File: config.mk
export PLATFORM = sky130hd
export DESIGN_NAME = matrix_result_sender_flat
export DESIGN_NICKNAME = d
export VERILOG_FILES = /design/src/rtl/matrix_result_sender_if.sv /design/src/rtl/matrix_result_sender.sv /design/src/flat_wrapper.sv
export SDC_FILE = /design/constraint.sdc
export NUM_CORES = 1
export LEC_CHECK = 0
export ABC_CLOCK_PERIOD_IN_PS = 4120
export BUFFER_PORTS_ARGS = -buffer_cell sky130_fd_sc_hd__buf_2
export CAP_MARGIN = 20
export CORE_MARGIN = 10
export CORE_UTILIZATION = 44
export CTS_CLUSTER_DIAMETER = 60
export DETAILED_ROUTE_END_ITERATION = 10
export PLACE_DENSITY = 0.73
export RECOVER_POWER = 50
export SYNTH_ARGS = -nofsm -noshare
export SYNTH_HDL_FRONTEND = slang
export SYNTH_SLANG_ARGS = --single-unit
File: constraint.sdc
create_clock -name clk -period 4.12 [get_ports clk]
set_input_delay 0.206 -clock clk [delete_from_list [all_inputs] [get_ports clk]]
set_output_delay 0.206 -clock clk [all_outputs]
set_load 0.1 [all_outputs]
File: src/rtl/matrix_result_sender_if.sv
`default_nettype none
// ============================================================================
// matrix_result_sender_if
// Load/done handshake plus transmitter request/busy signals for the sender.
// Revision: 1.0
// ============================================================================
interface matrix_result_sender_if #(
  parameter int N_ELEM = 9
);
  logic                  load;
  logic [8*N_ELEM-1:0]   c_flat;
  logic                  tx_busy;
  logic                  ready;
  logic                  tx_start;
  logic [7:0]            tx_data;
  logic [3:0]            byte_idx;
  logic                  done;
  logic                  err;

  // Sender side
  modport slave (
    input  load, c_flat, tx_busy,
    output ready, tx_start, tx_data, byte_idx, done, err
  );

  // Requester / transmitter side
  modport master (
    output load, c_flat, tx_busy,
    input  ready, tx_start, tx_data, byte_idx, done, err
  );
endinterface
`default_nettype wire

File: src/rtl/matrix_result_sender.sv
`default_nettype none
// ============================================================================
// matrix_result_sender
// Streams a captured 3x3 result matrix, one byte per UART frame, LSB-first.
// Optional MATRIX_TX_CHECKSUM_EN: appends a modulo-256 sum byte.
// Revision: 1.0
// ============================================================================
module matrix_result_sender #(
  parameter int N_ELEM      = 9,
  parameter int ACK_TIMEOUT = 1000000
) (
  input  logic                 clk,
  input  logic                 reset,
  matrix_result_sender_if.slave bus
);

  localparam int c_W = 8 * N_ELEM;
`ifdef MATRIX_TX_CHECKSUM_EN
  localparam logic [3:0] c_LAST = 4'(N_ELEM);
`else
  localparam logic [3:0] c_LAST = 4'(N_ELEM - 1);
`endif
  localparam bit          c_TO_EN   = (ACK_TIMEOUT != 0);
  localparam logic [19:0] c_TO_LAST = (ACK_TIMEOUT == 0) ? 20'd0 : 20'(ACK_TIMEOUT - 1);

  typedef enum logic [2:0] {
    S_IDLE = 3'd0,
    S_REQ  = 3'd1,
    S_WAIT = 3'd2,
    S_NEXT = 3'd3,
    S_DONE = 3'd4
  } state_t;

  state_t           r_state;
  logic [c_W-1:0]   r_shadow;
  logic [19:0]      r_cnt;
  logic             r_busy_meta;
  logic             r_busy_s;
  logic             r_busy_q;
  logic             r_ready;
  logic             r_tx_start;
  logic [7:0]       r_tx_data;
  logic [3:0]       r_byte_idx;
  logic             r_done;
  logic             r_err;
`ifdef MATRIX_TX_CHECKSUM_EN
  logic [7:0]       r_sum;
`endif

  logic             w_rise;
  logic             w_fall;
  logic             w_timeout;
  logic [6:0]       w_off;
  logic [7:0]       w_elem;
  logic [7:0]       w_byte;

  // tx_busy may come from the baud domain, so it is resynchronised first
  always_ff @(posedge clk or posedge reset) begin
    if (reset) begin
      r_busy_meta <= 1'b0;
      r_busy_s    <= 1'b0;
      r_busy_q    <= 1'b0;
    end else begin
      r_busy_meta <= bus.tx_busy;
      r_busy_s    <= r_busy_meta;
      r_busy_q    <= r_busy_s;
    end
  end

  assign w_rise    = r_busy_s & ~r_busy_q;
  assign w_fall    = ~r_busy_s & r_busy_q;
  assign w_timeout = c_TO_EN && (r_cnt == c_TO_LAST);
  assign w_off     = {r_byte_idx, 3'b000};
  assign w_elem    = r_shadow[w_off +: 8];
`ifdef MATRIX_TX_CHECKSUM_EN
  assign w_byte    = (r_byte_idx == c_LAST) ? r_sum : w_elem;
`else
  assign w_byte    = w_elem;
`endif

  always_ff @(posedge clk or posedge reset) begin
    if (reset) begin
      r_state    <= S_IDLE;
      r_shadow   <= '0;
      r_cnt      <= '0;
      r_ready    <= 1'b1;
      r_tx_start <= 1'b0;
      r_tx_data  <= 8'h00;
      r_byte_idx <= 4'd0;
      r_done     <= 1'b0;
      r_err      <= 1'b0;
`ifdef MATRIX_TX_CHECKSUM_EN
      r_sum      <= 8'h00;
`endif
    end else begin
      case (r_state)
        S_IDLE: begin
          r_done <= 1'b0;
          // ready is still low on the cycle after DONE, so load there is dropped
          if (bus.load && r_ready) begin
            r_shadow   <= bus.c_flat;
            r_byte_idx <= 4'd0;
            r_err      <= 1'b0;
            r_cnt      <= '0;
            r_ready    <= 1'b0;
`ifdef MATRIX_TX_CHECKSUM_EN
            r_sum      <= 8'h00;
`endif
            r_state    <= S_REQ;
          end else begin
            r_ready    <= 1'b1;
          end
        end
        S_REQ: begin
          if (w_rise) begin
            r_tx_start <= 1'b0;
`ifdef MATRIX_TX_CHECKSUM_EN
            r_sum      <= r_sum + r_tx_data;
`endif
            r_state    <= S_WAIT;
          end else if (w_timeout) begin
            r_err      <= 1'b1;
            r_tx_start <= 1'b0;
            r_ready    <= 1'b1;
            r_state    <= S_IDLE;
          end else begin
            r_tx_start <= 1'b1;
            r_tx_data  <= w_byte;
            r_cnt      <= r_cnt + 20'd1;
          end
        end
        S_WAIT: begin
          if (w_fall) begin
            r_state <= S_NEXT;
          end
        end
        S_NEXT: begin
          if (r_byte_idx == c_LAST) begin
            r_state    <= S_DONE;
          end else begin
            r_byte_idx <= r_byte_idx + 4'd1;
            r_cnt      <= '0;
            r_state    <= S_REQ;
          end
        end
        S_DONE: begin
          r_done  <= 1'b1;
          r_state <= S_IDLE;
        end
        default: begin
          r_state <= S_IDLE;
        end
      endcase
    end
  end

  assign bus.ready    = r_ready;
  assign bus.tx_start = r_tx_start;
  assign bus.tx_data  = r_tx_data;
  assign bus.byte_idx = r_byte_idx;
  assign bus.done     = r_done;
  assign bus.err      = r_err;

endmodule
`default_nettype wire

File: src/flat_wrapper.sv
// flat-port wrapper written by rule: the top's interface ports become plain ports
module matrix_result_sender_flat 
#(
  parameter int N_ELEM      = 9,
  parameter int ACK_TIMEOUT = 1000000
)
  (clk, reset, bus_load, bus_c_flat, bus_tx_busy, bus_ready, bus_tx_start, bus_tx_data, bus_byte_idx, bus_done, bus_err);
  matrix_result_sender_if #(.N_ELEM(N_ELEM)) bus_i ();
  input  logic clk;
  input  logic reset;
  input wire logic [$bits(bus_i.load)-1:0] bus_load;
  input wire logic [$bits(bus_i.c_flat)-1:0] bus_c_flat;
  input wire logic [$bits(bus_i.tx_busy)-1:0] bus_tx_busy;
  output wire logic [$bits(bus_i.ready)-1:0] bus_ready;
  output wire logic [$bits(bus_i.tx_start)-1:0] bus_tx_start;
  output wire logic [$bits(bus_i.tx_data)-1:0] bus_tx_data;
  output wire logic [$bits(bus_i.byte_idx)-1:0] bus_byte_idx;
  output wire logic [$bits(bus_i.done)-1:0] bus_done;
  output wire logic [$bits(bus_i.err)-1:0] bus_err;
  assign bus_i.load = bus_load;
  assign bus_i.c_flat = bus_c_flat;
  assign bus_i.tx_busy = bus_tx_busy;
  assign bus_ready = bus_i.ready;
  assign bus_tx_start = bus_i.tx_start;
  assign bus_tx_data = bus_i.tx_data;
  assign bus_byte_idx = bus_i.byte_idx;
  assign bus_done = bus_i.done;
  assign bus_err = bus_i.err;
  matrix_result_sender #(.N_ELEM(N_ELEM), .ACK_TIMEOUT(ACK_TIMEOUT)) u_core (.clk(clk), .reset(reset), .bus(bus_i));
endmodule
==> qor.yml, run 1 <==
worst_setup_path:
  startpoint: "u_core.bus.byte_idx[1]"
  slowest_stage: "dfrtp_1"
  required_ns: 4.37
  crit_type: "reg2reg"
  worst_r2r_endpoint: "u_core.r_cnt[11]"
  r2r-start: "u_core.bus.byte_idx[1]"
  ff2ff_path_depth: 7
  worst_setup_path_end_kind: "flop"
  cp.arrival_ns: 3.00
  slowest_delay_ns: 0.91
  path_max_fanout: 21
  ff2ff_setup_slack_ns: 1.37
  start_kind: "flop"
  crit_path_end: "u_core.r_cnt[11]"
  path_cells: "inv_1, ha_1, and4b_1, o21ai_1, nand2b_1, a21oi_1, a31oi_1"
timing:
  worstMarginPinSlew_ns: 2.43
  rsz0062_at_grt: "false"
  fmax_mhz: 363
  slew_headroom_pct: -62.0
  period_share_pct: 66.8
  min_period_ns: 2.75
  slew_viol_final: 116
  clock_skew_ns: 0.00722
  setup_viol: 0
  final.setup.tns_ns: 0
  hold_viol_final: 0
yosys:
  synth_edf_count: 0
  syn_area_per_cell_um2: 12.9
  ys_ff_latch: 114
  synthArstFlopShare_pct: 100
  synth_top_cells_by_area: "dfrtp_1 53%, mux2_2 16%, mux4_2 6.7%"
  syn_area_um2: 5380
  ys_types: 51
  ys_seq_area_share_pct: 53.1
  synthFlopType: "dfrtp_1"
  synthCells: 417
  synth_top_area_share_pct: 52.6
  synth_nets: 496
  netlist.top_cell.by_area: "dfrtp_1"
  yosys_warnings: 0
route:
  routed_via_density: 5.56
  dr.pass1.iters: 4
  routed_wl_um: 11900
  drtIter0Drc: 159
  drtAntennaViolNets: 0
  wl_per_cell_um: 17.8
  route.vias.total: 3718
  route.detailed.drc: 0
die:
  core_area_um2: 12000
  fp-row-count: 40
  start_util_pct: 44.8
  dieArea_um2: 17000
  pin_count: 92
  die_w_um: 131
  fp.dieH_um: 131
job:
  drv_cap: 2
cts:
  h-tree-depth: 4
  cts_tree: "built"
  cts_made_buffers: 17
  cts_setup_buffers: 0
  clk_path_buf_depth: 2
  path_clk_slew_ns: 0.05
  clock_sinks: 114
  post_cts_resized: 0
  cts_root_buf: "clkbuf_16"
  clock_latency_ns: 0.41
power_and_ir_drop:
  power.switching_mw: 2.05
  ir_worst_vdd_mv: 0.471
  total_leakage_power_nw: 2.89
  power_frac_seq_pct: 36.8
  power.internal_mw: 3.41
  switching_share_pct: 37.5
  p_per_area_nw_per_um2: 844
  clkPwrFrac_pct: 25.4
  combPwrFrac_pct: 37.8
grt:
  first_global_vias: 4020
  grt_max_degree: 77
  track_usage_pct: 14.8
  grt_pass1_wl_um: 20000
  antenna_found_initial: 1
  overflow: 0
finish:
  final_nets: 587
  area_growth_pct: 20.2
  final_cell_count_no_fill: 669
  postLayoutCoreUtil_pct: 53.8
  drive_above_1_share_pct: 42.2
  design_area_um2: 6460
  final_common_cell: "dfrtp_1"
  fillers: 999
  final_cell_mix: "113 x dfrtp_1, 87 x buf_2, 75 x mux2_2"
placed_design:
  dp_hpwl_um: 8430
  placed_cell_area_um2: 5890
  place.gp.congestion: 0.815
  port_buffers: 91
  dp_cells: 634
min_path:
  hold_depth: 2
  hp-class: "in2reg"
status:
  outcome: "finished with violations"
  violations: "capacitance limit, slew limit"
[critical path, delay by kind of cell (launching register included)]
family	cells	cell delay, ns
flops	1	0.91
fa+ha+maj	1	0.23
simple gates	2	0.37
compound gates	3	0.93
buf+inv	1	0.14
[routing by layer]
layer	GRT usage, %	part of all wire, %	routed length, um	vias to the layer above
li1	-	-	-	1737
met1	17.2	42	4980	1872
met2	24.9	50	6030	96
met3	5.80	6.5	772	13
met4	4.32	1.3	156	0
met5	0	0	0	-
[how the worst min path moves through the flow]
stage	slack [ns]	startpoint	to
2_1_floorplan	0.24	bus_tx_busy	u_core.r_busy_meta
3_3_place_gp	0.32	bus_tx_busy	u_core.r_busy_meta
3_5_place_dp	0.32	bus_tx_busy	u_core.r_busy_meta
4_1_cts	0.02	bus_c_flat[41]	u_core.r_shadow[41]
5_1_grt	0.02	bus_c_flat[41]	u_core.r_shadow[41]
6_report	0.03	bus_c_flat[9]	u_core.r_shadow[9]
[layout make-up]
cell class / instances / area (um2) / area share, %
flip-flops and latches: 114 / 2850 / 44.1
inverters: 5 / 20.0 / 0.310
clock inverters: 12 / 115 / 1.78
clock buffers: 20 / 447 / 6.91
multi-input cells: 273 / 2350 / 36.3
diodes: 1 / 2.50 / 0.0387
repair buffers: 97 / 494 / 7.64
well taps: 147 / 184 / 2.84
[state kept, by name, summed over array words and instances, names as in the netlist]
signal / flops
u_core.r_cnt: 20
u_core.bus.tx_start: 1
u_core.bus.done: 1
u_core.r_state: 3
u_core.r_shadow: 72
u_core.r_busy_meta: 1
u_core.r_busy_s: 1
u_core.bus.err: 1
u_core.bus.byte_idx: 4
u_core.r_busy_q: 1
u_core.bus.tx_data: 8
u_core.bus.ready: 1
[cell usage after synthesis (5+ instances only)]
cell type	count
a31oi_1	10
nor3_1	5
nand3_1	13
nor2_1	30
and3_1	10
a211o_1	5
inv_1	5
nand2_1	18
a21oi_1	26
mux2_2	75
dfrtp_1	113
buf_2	11
mux2i_1	11
mux4_2	16
[power groups by stage]
stage	combinational, mW	sequential [mW]	clock, mW
6_report	2.06	2.01	1.38
5_1_grt	2.24	2.07	1.46
4_1_cts	2.09	2.01	1.41
3_5_place_dp	2.07	2.02	0
3_3_place_gp	2.02	1.98	0
2_1_floorplan	1.38	2.29	0
[per-stage QoR]
| stage | power (mW) | hold slack, ns | setup slack (ns) |
|---|---|---|---|
| global route | 5.77 | 0.0198 | 0.947 |
| finish | 5.45 | 0.0288 | 1.37 |
| floorplan | 3.67 | 0.237 | 0.900 |
| detailed placement | 4.09 | 0.316 | 1.37 |
| global placement | 4.00 | 0.316 | 1.46 |
| CTS | 5.50 | 0.0151 | 1.39 |
[logic make-up (layout without fill, tap and decap cells)]
| family | count (synthesis) | in the layout | share of synthesized area, % |
|---|---|---|---|
| other cells | 0 | 1 | 0 |
| simple gates | 106 | 106 | 11.2 |
| buf+inv | 30 | 134 | 3.26 |
| flops | 114 | 114 | 53.1 |
| fa+ha+maj | 3 | 3 | 0.698 |
| mux | 102 | 102 | 24.5 |
| compound gates | 62 | 62 | 7.28 |
[timing repair]
action	in CTS	in global routing
hold endpoints to repair	45	0
hold buffers	2	0
endpoints found under the setup margin	0	0
(Power assumes the default switching activity.)
==> inputs of run 2 (changes only) <==
--- a/config.mk
+++ b/config.mk
@@ -5,14 +5,15 @@
 export SDC_FILE = /design/constraint.sdc
 export NUM_CORES = 1
 export LEC_CHECK = 0
-export ABC_CLOCK_PERIOD_IN_PS = 4120
+export ABC_AREA = 1
+export ABC_CLOCK_PERIOD_IN_PS = 2500
 export BUFFER_PORTS_ARGS = -buffer_cell sky130_fd_sc_hd__buf_2
 export CAP_MARGIN = 20
 export CORE_MARGIN = 10
 export CORE_UTILIZATION = 44
 export CTS_CLUSTER_DIAMETER = 60
 export DETAILED_ROUTE_END_ITERATION = 10
-export PLACE_DENSITY = 0.73
+export PLACE_DENSITY = 0.75
 export RECOVER_POWER = 50
 export SYNTH_ARGS = -nofsm -noshare
 export SYNTH_HDL_FRONTEND = slang
==> constraint.sdc (replaced) <==
create_clock -name clk -period 2.5 [get_ports clk]
set_input_delay 0.125 -clock clk [delete_from_list [all_inputs] [get_ports clk]]
set_output_delay 0.125 -clock clk [all_outputs]
set_load 0.1 [all_outputs]
==> run 2 against run 1 <==
The run now ends clean. Routed wire length rose by 32%. Setup slack got worse by 0.84 ns. Count of clock-buffer cells in the layout fell by 3. Core utilization rose by 5.9 points. Sequential power rose by 44%. Clock power rose by 76%.
==> qor.yml, run 2 <==
cts:
  cts_root_buf: "clkbuf_16"
  clk_path_buf_depth: 2
  path_clk_slew_ns: 0.06
  cts_made_buffers: 17
  clock_sinks: 114
  cts_setup_buffers: 0
  h-tree-depth: 4
  clock_latency_ns: 0.42
  cts_tree: "built"
finish:
  largest_reg_flops: 72
  drive_above_1_share_pct: 16.6
  area_growth_pct: 34.0
  final_nets: 966
  postLayoutCoreUtil_pct: 59.7
  final_common_cell: "nand2_1"
  regMostFlops: "u_core.r_shadow"
  final_cell_mix: "306 x nand2_1, 112 x dfrtp_1, 87 x buf_2"
worst_setup_path:
  slowest_delay_ns: 0.57
  critical_path.top_delay_family: "simple AND/OR/NAND/NOR gates"
  slowest_stage: "nor3_1"
  crit_type: "reg2reg"
  start_kind: "flop"
  cpMostUsedCell: "nand2_1"
  path_buf_inv: 1
  path_max_fanout: 15
  path_cells: "nor3_1, nand2_1, nor2_4, buf_4, nand3_1, nand2_1"
  worst_setup_path_end_kind: "flop"
  cp.arrival_ns: 2.34
  required_ns: 2.86
die:
  core_area_um2: 12600
  pin_count: 92
  dieArea_um2: 17600
  die_w_um: 133
  start_util_pct: 44.6
  fp.dieH_um: 133
  fp-row-count: 41
power_and_ir_drop:
  power.switching_mw: 3.88
  power.internal_mw: 5.04
  combPwrFrac_pct: 40.3
  ir_worst_vdd_mv: 0.583
  clkPwrFrac_pct: 27.3
  power_frac_seq_pct: 32.5
  p_per_area_nw_per_um2: 1190
  total_leakage_power_nw: 3.84
  finalPower_mw: 8.91
  switching_share_pct: 43.5
route:
  route.vias.total: 5258
  drtIter0Drc: 384
  routed_wl_um: 15700
  drtAntennaViolNets: 0
  wl_per_cell_um: 14.6
  dr.pass1.iters: 5
  route.detailed.drc: 0
  routed_via_density: 4.89
timing:
  clock_skew_ns: 0.00911
  slew_headroom_pct: 20.2
  timing.final.ws_setup_ns: 0.523
  setup_viol: 0
  final.setup.tns_ns: 0
  min_period_ns: 1.98
  worstMarginPinSlew_ns: 1.20
  slew_viol_final: 0
  period_share_pct: 79.1
  rsz0062_at_grt: "false"
  hold_slack_ns: 0.297
  hold_viol_final: 0
  fmax_mhz: 506
grt:
  use_met3_pct: 5.15
  grtUsageMet2_pct: 29.7
  grt_pass1_wl_um: 26700
  antenna_found_initial: 3
  use_met1_pct: 22.9
  track_usage_pct: 18.7
  grt_max_degree: 70
  overflow: 0
  grt.busiest_layer: "met2"
  first_global_vias: 5398
yosys:
  synthCells: 725
  synthFlopType: "dfrtp_1"
  synth_top_area_share_pct: 50.5
  ys_seq_area_share_pct: 50.9
  netlist.top_cell.by_area: "dfrtp_1"
  synthArstFlopShare_pct: 100
  synth_edf_count: 0
  synth_most_common_cell: "nand2_1"
  syn_area_um2: 5600
  synth_nets: 804
  yosys_warnings: 0
  ys_types: 31
  netlist_top_cells_count: "306 x nand2_1, 113 x dfrtp_1, 61 x inv_1"
  synth_top_cells_by_area: "dfrtp_1 50%, nand2_1 21%, o21ai_0 4.6%"
  ys_ff_latch: 114
  syn_area_per_cell_um2: 7.73
placed_design:
  pre_cts_ws_ns: 0.652
  place.gp.congestion: 0.836
  port_buffers: 91
  dp_hpwl_um: 10100
job:
  drv_cap: 0
min_path:
  hp-class: "in2reg"
status:
  outcome: "finished, final reports clean"
## run 2: cell count changes after synthesis, moves of 6 or more
cell and change:
o211ai_1 +15, clkbuf_1 +6, a21oi_1 -13, inv_1 +56, mux2i_1 -11, nand2_1 +288
xor2_1 +7, xnor2_1 +7, mux2_2 -75, o21ai_0 +49, mux4_2 -16, and3_1 -10
nand3_1 +35, a31oi_1 -10
## run 2: area by class of cell
class,count,area [um2]
Clock inverter,15,171
Antenna cell,3,7.51
Clock buffer,17,425
Sequential cell,114,2860
Timing Repair Buffer,175,1260
Tap cell,172,215
Inverter,68,256
Multi-Input combinational cell,511,2320
Fill cell,1054,5060
## run 2: routing by layer
metal,vias up,share of wire [%]
met1,2426,43
met2,187,48
li1,2602,-
met5,-,0
met4,0,3.5
met3,43,5.4
## run 2: through the flow
step                area (um2)  std cells
global route              7510       1075
global placement          6190        966
CTS                       7530       1072
floorplan                 5610        725
finish                    7510       1075
detailed placement        6190        966
## run 2: cells by family after synthesis
kind of cell,count (synthesis),share of synthesized area (%)
AO/OA/AOI/OAI,82,8.09
XOR/XNOR,14,2.19
adder cells (fa/ha/maj),3,0.670
buffers and inverters,100,7.48
flip-flops,114,50.9
AND/OR/NAND/NOR,412,30.6
## run 2: tightest hold or removal path, cell delays in order
cell and delay [ns]:
buf_2 0.10, nand2_1 0.20, nand2_4 0.08, nand2_1 0.06, o21ai_0 0.09
## run 2: timing repair
item                                   CTS  global route
hold buffers                            74             0
endpoints found under the hold margin   89             0
resized for setup                        0             0
## run 2: power by group through the flow
stage	sequential [mW]	combinational, mW	clock [mW]
after global routing	2.97	4.02	2.54
after CTS	2.89	3.60	2.46
after global placement	2.88	3.42	0
after detailed placement	2.91	3.46	0
final	2.89	3.59	2.43
after floorplan	3.53	2.10	0
## run 2: path summary, 6_finish.rpt
path,startpoint,end,slack [ns],depth (start not counted)
setup reg to reg,u_core.r_state[1],u_core.r_cnt[18],0.52,6
hold / removal,bus_load,u_core.r_state[0],0.30,5
setup / recovery,u_core.r_state[1],u_core.r_cnt[18],0.52,6
hold reg to reg,u_core.r_busy_meta,u_core.r_busy_s,0.39,0
max in group asynchronous,reset,u_core.bus.byte_idx[0],0.76,4
min in group asynchronous,reset,u_core.r_cnt[2],0.36,3
